[src/rtl/mc_pkg.sv]
// mc_pkg: shared constants for the multicycle MIPS control unit.
//   - FSM state encodings (fit in a 4-bit state register)
//   - opcode / funct field values
//   - ALU function codes and aluop codes
//   - is_retire_state(): states whose exit retires an instruction
package mc_pkg;

   // FSM state encodings (legacy-compatible numeric values)
   localparam logic [3:0] S_FETCH   = 4'd0;
   localparam logic [3:0] S_DECODE  = 4'd1;
   localparam logic [3:0] S_MEMADR  = 4'd2;
   localparam logic [3:0] S_MEMRD   = 4'd3;
   localparam logic [3:0] S_MEMWB   = 4'd4;
   localparam logic [3:0] S_MEMWR   = 4'd5;
   localparam logic [3:0] S_RTYPEEX = 4'd6;
   localparam logic [3:0] S_RTYPEWB = 4'd7;
   localparam logic [3:0] S_BEQEX   = 4'd8;
   localparam logic [3:0] S_ADDIEX  = 4'd9;
   localparam logic [3:0] S_ADDIWB  = 4'd10;
   localparam logic [3:0] S_JEX     = 4'd11;
   localparam logic [3:0] S_BNEEX   = 4'd12;

   // Opcodes, instr[31:26]
   localparam logic [5:0] OP_LW    = 6'b100011;
   localparam logic [5:0] OP_SW    = 6'b101011;
   localparam logic [5:0] OP_RTYPE = 6'b000000;
   localparam logic [5:0] OP_BEQ   = 6'b000100;
   localparam logic [5:0] OP_ADDI  = 6'b001000;
   localparam logic [5:0] OP_J     = 6'b000010;
   localparam logic [5:0] OP_BNE   = 6'b000101;

   // R-type funct codes, instr[5:0]
   localparam logic [5:0] FN_ADD = 6'b100000;
   localparam logic [5:0] FN_SUB = 6'b100010;
   localparam logic [5:0] FN_AND = 6'b100100;
   localparam logic [5:0] FN_OR  = 6'b100101;
   localparam logic [5:0] FN_SLT = 6'b101010;

   // ALU function select
   localparam logic [2:0] ALU_AND = 3'b000;
   localparam logic [2:0] ALU_OR  = 3'b001;
   localparam logic [2:0] ALU_ADD = 3'b010;
   localparam logic [2:0] ALU_SUB = 3'b110;
   localparam logic [2:0] ALU_SLT = 3'b111;

   // aluop from the FSM to the ALU sub-decoder
   localparam logic [1:0] ALUOP_ADD   = 2'b00;
   localparam logic [1:0] ALUOP_SUB   = 2'b01;
   localparam logic [1:0] ALUOP_FUNCT = 2'b10;

   // Final states always return to FETCH, so leaving one retires an instruction.
   function automatic logic is_retire_state(input logic [3:0] s);
      return (s == S_MEMWB)   || (s == S_MEMWR)  || (s == S_RTYPEWB) ||
             (s == S_ADDIWB)  || (s == S_BEQEX)  || (s == S_JEX)     ||
             (s == S_BNEEX);
   endfunction

endpackage

[src/rtl/mc_controller_if.sv]
// mc_controller_if: control-unit <-> datapath signal bundle.
//   master : control unit side (takes op/funct/zero/mem_ready, drives strobes)
//   slave  : datapath side (mirror image)
//   CNT_W  : width of the retired-instruction counter
interface mc_controller_if #(parameter int unsigned CNT_W = 32);
   logic [5:0]       op;
   logic [5:0]       funct;
   logic             zero;
   logic             mem_ready;
   logic [2:0]       alucontrol;
   logic             alusrca;
   logic [1:0]       alusrcb;
   logic [1:0]       pcsrc;
   logic             iord;
   logic             memtoreg;
   logic             regdst;
   logic             irwrite;
   logic             memwrite;
   logic             regwrite;
   logic             pcen;
   logic             illegal_op;
   logic [CNT_W-1:0] instr_count;

   modport master (
      input  op, funct, zero, mem_ready,
      output alucontrol, alusrca, alusrcb, pcsrc, iord, memtoreg, regdst,
             irwrite, memwrite, regwrite, pcen, illegal_op, instr_count
   );

   modport slave (
      output op, funct, zero, mem_ready,
      input  alucontrol, alusrca, alusrcb, pcsrc, iord, memtoreg, regdst,
             irwrite, memwrite, regwrite, pcen, illegal_op, instr_count
   );
endinterface

[src/rtl/mc_controller_alu_decoder.sv]
// alu_decoder: maps aluop (from the FSM) and funct (instr[5:0]) to the
// 3-bit ALU function select. Purely combinational.
//   aluop_i      : 00 add, 01 sub, 10 decode funct
//   funct_i      : R-type funct field
//   alucontrol_o : ALU f code
module alu_decoder
   import mc_pkg::*;
(
   input  logic [1:0] aluop_i,
   input  logic [5:0] funct_i,
   output logic [2:0] alucontrol_o
);

   always_comb begin
      alucontrol_o = ALU_AND;
      case (aluop_i)
         ALUOP_ADD: alucontrol_o = ALU_ADD;
         ALUOP_SUB: alucontrol_o = ALU_SUB;
         default: begin
            case (funct_i)
               FN_ADD:  alucontrol_o = ALU_ADD;
               FN_SUB:  alucontrol_o = ALU_SUB;
               FN_AND:  alucontrol_o = ALU_AND;
               FN_OR:   alucontrol_o = ALU_OR;
               FN_SLT:  alucontrol_o = ALU_SLT;
               default: alucontrol_o = ALU_AND;
            endcase
         end
      endcase
   end

endmodule

[src/rtl/mc_controller.sv]
// mc_controller: multicycle MIPS control unit (Moore FSM) with a memory-ready
// handshake and a retired-instruction counter.
//   clk      : rising-edge clock
//   reset_n  : asynchronous active-low reset
//   bus      : mc_controller_if.master (op/funct/zero/mem_ready in; ALU select,
//              mux selects, write strobes, illegal_op, instr_count out)
// Parameters: STATE_W (state register width), CNT_W (counter width).
// Optional feature: define MC_CTRL_BNE_EN to add the BNE instruction (BNEEX).
module mc_controller
   import mc_pkg::*;
#(
   parameter int unsigned STATE_W = 4,
   parameter int unsigned CNT_W   = 32
) (
   input  logic           clk,
   input  logic           reset_n,
   mc_controller_if.master bus
);

   logic [STATE_W-1:0] state_q, state_d;
   logic [CNT_W-1:0]   cnt_q, cnt_d;
   logic               illegal_q, illegal_d;

   logic [1:0] aluop;
   logic       alusrca, iord, memtoreg, regdst;
   logic [1:0] alusrcb, pcsrc;
   logic       irwrite, memwrite, regwrite, pcwrite, branch;
`ifdef MC_CTRL_BNE_EN
   logic       bne;
`endif

   // Next-state logic
   always_comb begin
      state_d   = state_q;
      illegal_d = 1'b0;
      case (state_q)
         S_FETCH:  if (bus.mem_ready) state_d = S_DECODE;
         S_DECODE: begin
            case (bus.op)
               OP_LW, OP_SW: state_d = S_MEMADR;
               OP_RTYPE:     state_d = S_RTYPEEX;
               OP_BEQ:       state_d = S_BEQEX;
               OP_ADDI:      state_d = S_ADDIEX;
               OP_J:         state_d = S_JEX;
`ifdef MC_CTRL_BNE_EN
               OP_BNE:       state_d = S_BNEEX;
`endif
               default: begin
                  state_d   = S_FETCH;
                  illegal_d = 1'b1;
               end
            endcase
         end
         S_MEMADR:  state_d = (bus.op == OP_LW) ? S_MEMRD : S_MEMWR;
         S_MEMRD:   if (bus.mem_ready) state_d = S_MEMWB;
         S_RTYPEEX: state_d = S_RTYPEWB;
         S_ADDIEX:  state_d = S_ADDIWB;
         default:   state_d = S_FETCH;
      endcase
   end

   // Moore outputs
   always_comb begin
      aluop    = ALUOP_ADD;
      alusrca  = 1'b0;
      alusrcb  = 2'b00;
      pcsrc    = 2'b00;
      iord     = 1'b0;
      memtoreg = 1'b0;
      regdst   = 1'b0;
      irwrite  = 1'b0;
      memwrite = 1'b0;
      regwrite = 1'b0;
      pcwrite  = 1'b0;
      branch   = 1'b0;
`ifdef MC_CTRL_BNE_EN
      bne      = 1'b0;
`endif
      case (state_q)
         S_FETCH: begin
            alusrcb = 2'b01;
            irwrite = bus.mem_ready;
            pcwrite = bus.mem_ready;
         end
         S_DECODE: alusrcb = 2'b11;
         S_MEMADR, S_ADDIEX: begin
            alusrca = 1'b1;
            alusrcb = 2'b10;
         end
         S_MEMRD: iord = 1'b1;
         S_MEMWB: begin
            memtoreg = 1'b1;
            regwrite = 1'b1;
         end
         S_MEMWR: begin
            iord     = 1'b1;
            memwrite = 1'b1;
         end
         S_RTYPEEX: begin
            alusrca = 1'b1;
            aluop   = ALUOP_FUNCT;
         end
         S_RTYPEWB: begin
            regdst   = 1'b1;
            regwrite = 1'b1;
         end
         S_BEQEX: begin
            alusrca = 1'b1;
            aluop   = ALUOP_SUB;
            pcsrc   = 2'b01;
            branch  = 1'b1;
         end
`ifdef MC_CTRL_BNE_EN
         S_BNEEX: begin
            alusrca = 1'b1;
            aluop   = ALUOP_SUB;
            pcsrc   = 2'b01;
            bne     = 1'b1;
         end
`endif
         S_ADDIWB: regwrite = 1'b1;
         S_JEX: begin
            pcsrc   = 2'b10;
            pcwrite = 1'b1;
         end
         default: ;
      endcase
   end

   alu_decoder u_alu_dec (
      .aluop_i      (aluop),
      .funct_i      (bus.funct),
      .alucontrol_o (bus.alucontrol)
   );

   // Counter advances when leaving a final state; the illegal-op return
   // leaves DECODE, which is not final, so it is never counted.
   always_comb begin
      cnt_d = cnt_q;
      if (is_retire_state(state_q)) cnt_d = cnt_q + CNT_W'(1);
   end

   always_ff @(posedge clk or negedge reset_n) begin
      if (!reset_n) begin
         state_q   <= S_FETCH;
         cnt_q     <= '0;
         illegal_q <= 1'b0;
      end else begin
         state_q   <= state_d;
         cnt_q     <= cnt_d;
         illegal_q <= illegal_d;
      end
   end

   assign bus.alusrca     = alusrca;
   assign bus.alusrcb     = alusrcb;
   assign bus.pcsrc       = pcsrc;
   assign bus.iord        = iord;
   assign bus.memtoreg    = memtoreg;
   assign bus.regdst      = regdst;
   // Write strobes are gated by reset_n so nothing fires while held in reset,
   // even though FETCH's strobes otherwise follow mem_ready combinationally.
   assign bus.irwrite     = reset_n & irwrite;
   assign bus.memwrite    = reset_n & memwrite;
   assign bus.regwrite    = reset_n & regwrite;
`ifdef MC_CTRL_BNE_EN
   assign bus.pcen        = reset_n & (pcwrite | (branch & bus.zero) | (bne & ~bus.zero));
`else
   assign bus.pcen        = reset_n & (pcwrite | (branch & bus.zero));
`endif
   assign bus.illegal_op  = illegal_q;
   assign bus.instr_count = cnt_q;

endmodule

[src/flat_wrapper.sv]
// flat-port wrapper written by rule: the top's interface ports become plain ports
module mc_controller_flat import mc_pkg::*;
#(
   parameter int unsigned STATE_W = 4,
   parameter int unsigned CNT_W   = 32
)
  (clk, reset_n, bus_op, bus_funct, bus_zero, bus_mem_ready, bus_alucontrol, bus_alusrca, bus_alusrcb, bus_pcsrc, bus_iord, bus_memtoreg, bus_regdst, bus_irwrite, bus_memwrite, bus_regwrite, bus_pcen, bus_illegal_op, bus_instr_count);
  mc_controller_if #(.CNT_W(CNT_W)) bus_i ();
  input  logic clk;
  input  logic reset_n;
  input wire logic [$bits(bus_i.op)-1:0] bus_op;
  input wire logic [$bits(bus_i.funct)-1:0] bus_funct;
  input wire logic [$bits(bus_i.zero)-1:0] bus_zero;
  input wire logic [$bits(bus_i.mem_ready)-1:0] bus_mem_ready;
  output wire logic [$bits(bus_i.alucontrol)-1:0] bus_alucontrol;
  output wire logic [$bits(bus_i.alusrca)-1:0] bus_alusrca;
  output wire logic [$bits(bus_i.alusrcb)-1:0] bus_alusrcb;
  output wire logic [$bits(bus_i.pcsrc)-1:0] bus_pcsrc;
  output wire logic [$bits(bus_i.iord)-1:0] bus_iord;
  output wire logic [$bits(bus_i.memtoreg)-1:0] bus_memtoreg;
  output wire logic [$bits(bus_i.regdst)-1:0] bus_regdst;
  output wire logic [$bits(bus_i.irwrite)-1:0] bus_irwrite;
  output wire logic [$bits(bus_i.memwrite)-1:0] bus_memwrite;
  output wire logic [$bits(bus_i.regwrite)-1:0] bus_regwrite;
  output wire logic [$bits(bus_i.pcen)-1:0] bus_pcen;
  output wire logic [$bits(bus_i.illegal_op)-1:0] bus_illegal_op;
  output wire logic [$bits(bus_i.instr_count)-1:0] bus_instr_count;
  assign bus_i.op = bus_op;
  assign bus_i.funct = bus_funct;
  assign bus_i.zero = bus_zero;
  assign bus_i.mem_ready = bus_mem_ready;
  assign bus_alucontrol = bus_i.alucontrol;
  assign bus_alusrca = bus_i.alusrca;
  assign bus_alusrcb = bus_i.alusrcb;
  assign bus_pcsrc = bus_i.pcsrc;
  assign bus_iord = bus_i.iord;
  assign bus_memtoreg = bus_i.memtoreg;
  assign bus_regdst = bus_i.regdst;
  assign bus_irwrite = bus_i.irwrite;
  assign bus_memwrite = bus_i.memwrite;
  assign bus_regwrite = bus_i.regwrite;
  assign bus_pcen = bus_i.pcen;
  assign bus_illegal_op = bus_i.illegal_op;
  assign bus_instr_count = bus_i.instr_count;
  mc_controller #(.STATE_W(STATE_W), .CNT_W(CNT_W)) u_core (.clk(clk), .reset_n(reset_n), .bus(bus_i));
endmodule
[config.mk]
export PLATFORM = sky130hd
export DESIGN_NAME = mc_controller_flat
export DESIGN_NICKNAME = d
export VERILOG_FILES = /design/src/rtl/mc_pkg.sv /design/src/rtl/mc_controller_if.sv /design/src/rtl/mc_controller_alu_decoder.sv /design/src/rtl/mc_controller.sv /design/src/flat_wrapper.sv
export SDC_FILE = /design/constraint.sdc
export NUM_CORES = 1
export LEC_CHECK = 0
export BUFFER_PORTS_ARGS = -buffer_cell sky130_fd_sc_hd__clkbuf_2
export CAP_MARGIN = 40
export CORE_AREA = 2 2 63 125
export CTS_BUF_LIST = sky130_fd_sc_hd__clkbuf_8 sky130_fd_sc_hd__clkbuf_16
export CTS_CLUSTER_DIAMETER = 50
export CTS_CLUSTER_SIZE = 14
export DETAILED_ROUTE_END_ITERATION = 10
export DIE_AREA = 0 0 65 127
export SLEW_MARGIN = 10
export SYNTH_ARGS = -nofsm -noshare
export SYNTH_HDL_FRONTEND = slang
export SYNTH_SLANG_ARGS = --single-unit
[constraint.sdc]
create_clock -name clk -period 2.17 [get_ports clk]
set_clock_uncertainty 0.15 [all_clocks]
set_input_delay 0.217 -clock clk [delete_from_list [all_inputs] [get_ports clk]]
set_output_delay 0.217 -clock clk [all_outputs]
set_load 0.01 [all_outputs]
== Word level (Yosys, flattened, before mapping) ==
Index checks and enable logic that the tools add are counted.

* Register bits: 37
* Word-level logic and storage cells: 71
* Output and inout port bits: 48
* Input bits: 16

* Add/sub/neg operators: 1
* Eq/ne operators: 24
* Bitwise gates (word level): 6
* Reductions and logical operators: 16
* Multiplexer cells: 21

{| class="wikitable"
|+ Operators with widths
! cell !! number
|-
| == test 6 bit (second input constant) || 6
|-
| adder 32 x 1 -> 32 bit (second input constant) || 1
|-
| case mux 4 bit (6 select lines) || 1
|-
| == test 4 bit (second input constant) || 5
|-
| case mux 4 bit (5 select lines) || 1
|-
| == test 4 x 3 -> 1 bit (second input constant) || 4
|-
| case mux 3 bit (4 select lines) || 1
|-
| 2-to-1 mux 1 bit || 10
|-
| == test 4 x 2 -> 1 bit (second input constant) || 2
|-
| 2-to-1 mux 4 bit || 2
|-
| case mux 2 bit (2 select lines) || 2
|-
| == test 6 x 2 -> 1 bit (second input constant) || 1
|-
| == test 6 x 3 -> 1 bit (second input constant) || 1
|-
| == test 6 x 4 -> 1 bit (second input constant) || 1
|-
| zero test 6 bit || 1
|-
| logical OR 1 bit || 6
|-
| case mux 2 bit (3 select lines) || 1
|-
| case mux 3 bit (2 select lines) || 1
|-
| OR reduction 2 bit || 3
|-
| OR reduction 6 bit || 1
|-
| bitwise AND 1 bit || 5
|-
| == test 4 x 1 -> 1 bit (second input constant) || 1
|-
| zero test 4 bit || 1
|-
| != test 2 bit (second input constant) || 2
|-
| other kinds (8) || 8
|}

== Logic depth before layout (Yosys ltp) ==
* Depth after elaboration: 7
* Mapped depth: 6
* Mapped depth without buffers: 4

== Hierarchy ==
From an unflattened synthesis, not the netlist that was laid out.

* Cell total of the unflattened synthesis: 228
* Area total of the unflattened synthesis: 2,238.4 sq um

{| class="wikitable"
|+ Modules (own cells, without submodules)
! module !! cells an instance !! seq. area each (sq um) !! area each (sq um) !! instances
|-
| mc_controller || 218 || 925.9 || 2,154.6 || 1
|-
| alu_decoder || 10 || 0.0 || 83.8 || 1
|}

== Worst setup path after synthesis ==
No wires, ideal clock.

* Kind: register to register
* From: register u_core.state_q[2]
* To: register u_core.cnt_q[26] (netlist: u_core.bus.instr_count[26])
* Data arrival time: 1.769 ns
* Path buffers: 2
* Data required time: 1.941 ns
* Period minus slack after synthesis: 1.999 ns
* Slack: 0.171 ns
* Setup time: 0.079 ns
* Stages on the path, launching flop included: 7
* Cell sequence: dfrtp_1 -> nand2b_1 -> buf_6 -> or3_4 -> buf_6 -> a2111oi_2 -> xor2_1

* Cells in the longest elaborated chain, start to end: 7
* Elaborated cells on any way between the ends: 13
* Those cells by class: eq/ne: 7; reduce/logical: 6

{| class="wikitable"
|+ Ends and longest elaborated chain
! item !! line !! RTL
|-
| start: declaration || mc_controller.sv:20 || <nowiki>logic [STATE_W-1:0] state_q, state_d;</nowiki>
|-
| start signal: assignment || mc_controller.sv:149 || <nowiki>state_q <= state_d;</nowiki>
|-
| == test 4 x 3 -> 1 bit || mc_pkg.sv:53 || <nowiki>return (s == S_MEMWB) || (s == S_MEMWR) || (s == S_RTYPEWB) ||</nowiki>
|-
| logical OR 1 bit (3 in a row) || mc_pkg.sv:53 ||
|-
| logical OR 1 bit (2 in a row) || mc_pkg.sv:54 || <nowiki>(s == S_ADDIWB) || (s == S_BEQEX) || (s == S_JEX) ||</nowiki>
|-
| logical OR 1 bit (*) || mc_pkg.sv:54 ||
|-
| end signal: assignment || mc_controller.sv:150 || <nowiki>cnt_q <= cnt_d;</nowiki>
|-
| end: declaration || mc_controller.sv:21 || <nowiki>logic [CNT_W-1:0] cnt_q, cnt_d;</nowiki>
|}

Every way passes the cells marked *; elsewhere a longest branch is shown, timed or not.
A chain may end at the register's enable or synchronous reset.

== Worst setup path after layout ==
* From: register u_core.state_q[1]
* To: output bus_pcen

* Cells in the longest elaborated chain, start to end: 5
* Elaborated cells on any way between the ends: 8
* Those cells by class: eq/ne: 2; mux: 2; bitwise: 3; reduce/logical: 1

{| class="wikitable"
|+ Ends and longest elaborated chain
! item !! line !! RTL
|-
| == test 4 bit || mc_controller.sv:79 || <nowiki>case (state_q)</nowiki>
|-
| 2-to-1 mux 1 bit || mc_controller.sv:79 ||
|-
| bitwise AND 1 bit || mc_controller.sv:169 || <nowiki>assign bus.pcen = reset_n & (pcwrite | (branch & bus.zero));</nowiki>
|-
| OR 1 bit (*) || mc_controller.sv:169 ||
|-
| bitwise AND 1 bit (*) || mc_controller.sv:169 ||
|-
| end: declaration || flat_wrapper.sv:25 || <nowiki>output wire logic [$bits(bus_i.pcen)-1:0] bus_pcen;</nowiki>
|}

Marked as above.

==> impl_metrics.ini <==
[clocking]
clk_pin_slew_ns = 0.05
ctsLongestPathBuffers = 2
post-cts-setup-buffers = 0
cts_tree = done
numCtsBuffers = 5
clk_latency_ns = 0.28
h-tree-depth = 2
cts_root_buffer = clkbuf_16
numClockSinks = 37

[status]
status = complete, no violations

[placed_design]
place_area_um2 = 2780
gp_congestion = 0.8485
place_hpwl_um = 5002
numPortBuffers = 63

[synthesis]
synth_xor_area_share_pct = 13.12
ys_warn_count = 0
synthFlopType = dfrtp_1
synth_fp_nets = 253
synthArstFlopShare_pct = 100.0
synth_simple_gate_area_share_pct = 26.19
avgSynthCellArea_um2 = 9.617
synth_seq_area_share_pct = 40.79
synth.distinct_cells = 41
synth_compound_area_share_pct = 13.89
synth_edf_count = 0
synth-seq-cells = 37
synthAdderAreaFrac_pct = 0.5513
synthMuxAreaShare_pct = 1.819
synthCells = 236
syn-cell-area_um2 = 2270
synth_top_family_by_area = simple AND/OR/NAND/NOR gates

[detailed_routing]
ant_nets = 0
drt_iter0_markers = 122
via_count = 2085
viasPerCell = 5.148
drc_errors = 0
wirelength_um = 6326
wire_per_inst_um = 15.62
drtPass1Iterations = 4

[final_layout]
nets = 329
drive_gt1_share_pct = 33.23
final_common_cell = clkbuf_2
layout_common_cells = 63 x clkbuf_2, 37 x dfrtp_1, 29 x xor2_1
design_area_um2 = 2942
area_growth_pct = 29.60
diodes = 0

[floorplanning]
core-area_um2 = 7212
ios = 64
start_util_pct = 31.47
die_x_um = 65
fp-row-count = 44
die_y_um = 127
fp.dieArea_um2 = 8255

[worst_setup_path]
reg2regPathDepth = 5
slowest_delay_ns = 0.39
cp-start-kind = flip-flop
path_cells = buf_4 > or2_4 > a21oi_1 > a31oi_1 > nor3b_1 > clkbuf_2
crit_path_max_fanout = 12
critPathRequiredTime_ns = 1.80
regToRegStartpoint = u_core.state_q[0]
end_kind = primary output
arrival_ns = 1.72
slowest_stage = dfrtp_1
r2r-end = u_core.bus.instr_count[20]
path_delay_family = simple AND/OR/NAND/NOR gates
critical_path_class = flip-flop to primary output
path_buf_inv = 2
cp.depth = 6
reg2reg_slack_ns = 0.17

[min_path]
whs_path_depth = 4
min_from = bus_mem_ready
holdPathEnd = u_core.state_q[0]
worstHoldPathType = input pin to flip-flop

[run]
maxCapViolations = 0

[global_route]
grt.overflow.total = 0
grt_max_degree = 38
grt_pass1_vias = 2163
antenna_found_initial = 0
grt.total_usage_pct = 16.10
grt_pass1_wl_um = 10360

[timing]
tightest_slew_ns = 0.4748
min_period_ns = 2.091
hold_viol_final = 0
finalCritPeriodShare_pct = 96.35
slew-limit-headroom_pct = 67.53
drv_slew = 0
setup_tns_ns = 0
max_freq_ghz = 0.4783
rsz0062_at_grt = false
finalSetupViolations = 0

[power_and_ir_drop]
ir_drop_v = 0.0002922
p_per_area_nw_per_um2 = 616.8
power.static_leakage_nw = 1.430
==> stage by stage <==
stage	hold slack [ns]	total power, mW	setup WS [ns]	util, %	instances
finish	0.1619	1.814	0.07928	40.79	405
global route	0.2144	1.899	0.01292	40.79	405
CTS	0.1605	1.829	0.01454	40.61	405
detailed placement	0.2862	1.143	0.1714	38.55	396
global placement	0.2881	1.135	0.2338	38.55	396
floorplan	-0.2286	0.9735	0.1713	-	236
==> worst max path at each step <==
stage / startpoint / to / slack (ns)
after floorplan: u_core.state_q[2] / u_core.bus.instr_count[26] / 0.17
after global placement: u_core.bus.instr_count[10] / u_core.bus.instr_count[27] / 0.23
after detailed placement: u_core.state_q[0] / u_core.bus.instr_count[21] / 0.17
after CTS: u_core.state_q[1] / bus_pcen / 0.01
after global routing: u_core.state_q[0] / u_core.bus.instr_count[20] / 0.01
final: u_core.state_q[1] / bus_pcen / 0.08
==> flip-flops by register name, indices dropped and copies added (netlist names) <==
| signal | flops |
|---|---|
| u_core.bus.illegal_op | 1 |
| u_core.state_q | 4 |
| u_core.bus.instr_count | 32 |
==> worst reg2reg max path, stage by stage (launching register included) <==
cell and delay [ns]:
dfrtp_1 0.38, mux2i_1 0.28, nand4_1 0.31, buf_4 0.28, a2111oi_2 0.34, xor2_1 0.18
==> synth_stat cells (2+ instances only) <==
| master | instances | area share (%) |
|---|---|---|
| dfrtp_1 | 37 | 41 |
| xor2_1 | 29 | 11 |
| nand2_1 | 23 | 3.8 |
| nor2_1 | 19 | 3.1 |
| nand3_1 | 12 | 2.6 |
| nor3_1 | 10 | 2.2 |
| a2111oi_2 | 9 | 6.0 |
| and4_1 | 7 | 2.7 |
| nand2b_1 | 7 | 1.9 |
| nor4_1 | 7 | 1.9 |
| a21oi_1 | 6 | 1.3 |
| clkbuf_1 | 6 | 0.99 |
| nand4_1 | 6 | 1.7 |
| o21ai_0 | 5 | 1.1 |
| xnor2_1 | 5 | 1.9 |
| and2_1 | 4 | 1.1 |
| and3_1 | 4 | 1.1 |
| inv_1 | 4 | 0.66 |
| a2111oi_0 | 3 | 1.2 |
| buf_2 | 3 | 0.66 |
| mux2i_1 | 3 | 1.3 |
| nor4b_1 | 3 | 1.2 |
| a31oi_1 | 2 | 0.55 |
| buf_1 | 2 | 0.33 |
| buf_6 | 2 | 0.99 |
| nor2b_1 | 2 | 0.55 |
| o22ai_1 | 2 | 0.55 |
==> where the power goes <==
group          switching, mW  total (mW)  internal, mW  leakage, nW
clock                  0.268       0.685         0.416       0.0748
combinational          0.201       0.346         0.145        0.847
sequential            0.0502       0.784         0.734        0.508
==> cells by family after synthesis <==
logic type	Yosys count
xor gates and xnor gates	34
adders and majority gates	1
DFF	37
AOI/OAI and AO/OA	33
and+or+nand+nor	110
muxes	4
buffers and inverters	17
==> area by class of cell <==
type                    instances  area (um2)
clock inverters                 3       13.76
fillers                       758        4270
inverters                       4       15.01
flip-flops and latches         37       925.9
clock buffers                   5       125.1
multi-input cells             182        1274
repair buffers                 82       473.0
well taps                      92       115.1
==> per-layer routing <==
metal / up-vias / global-route usage (%) / wire (um)
li1: 1009 / - / -
met1: 1008 / 16.28 / 2287
met2: 56 / 30.99 / 3616
met3: 12 / 2.729 / 275
met4: 0 / 7.009 / 147
met5: - / 0 / 0
==> what timing repair did <==
item	4_1_cts	5_1_grt
hold buffers	1	0
gates resized for setup	0	4
endpoints found under the setup margin	0	4
hold endpoints to repair	37	0
No activity file was read; power rests on OpenSTA's default activity.
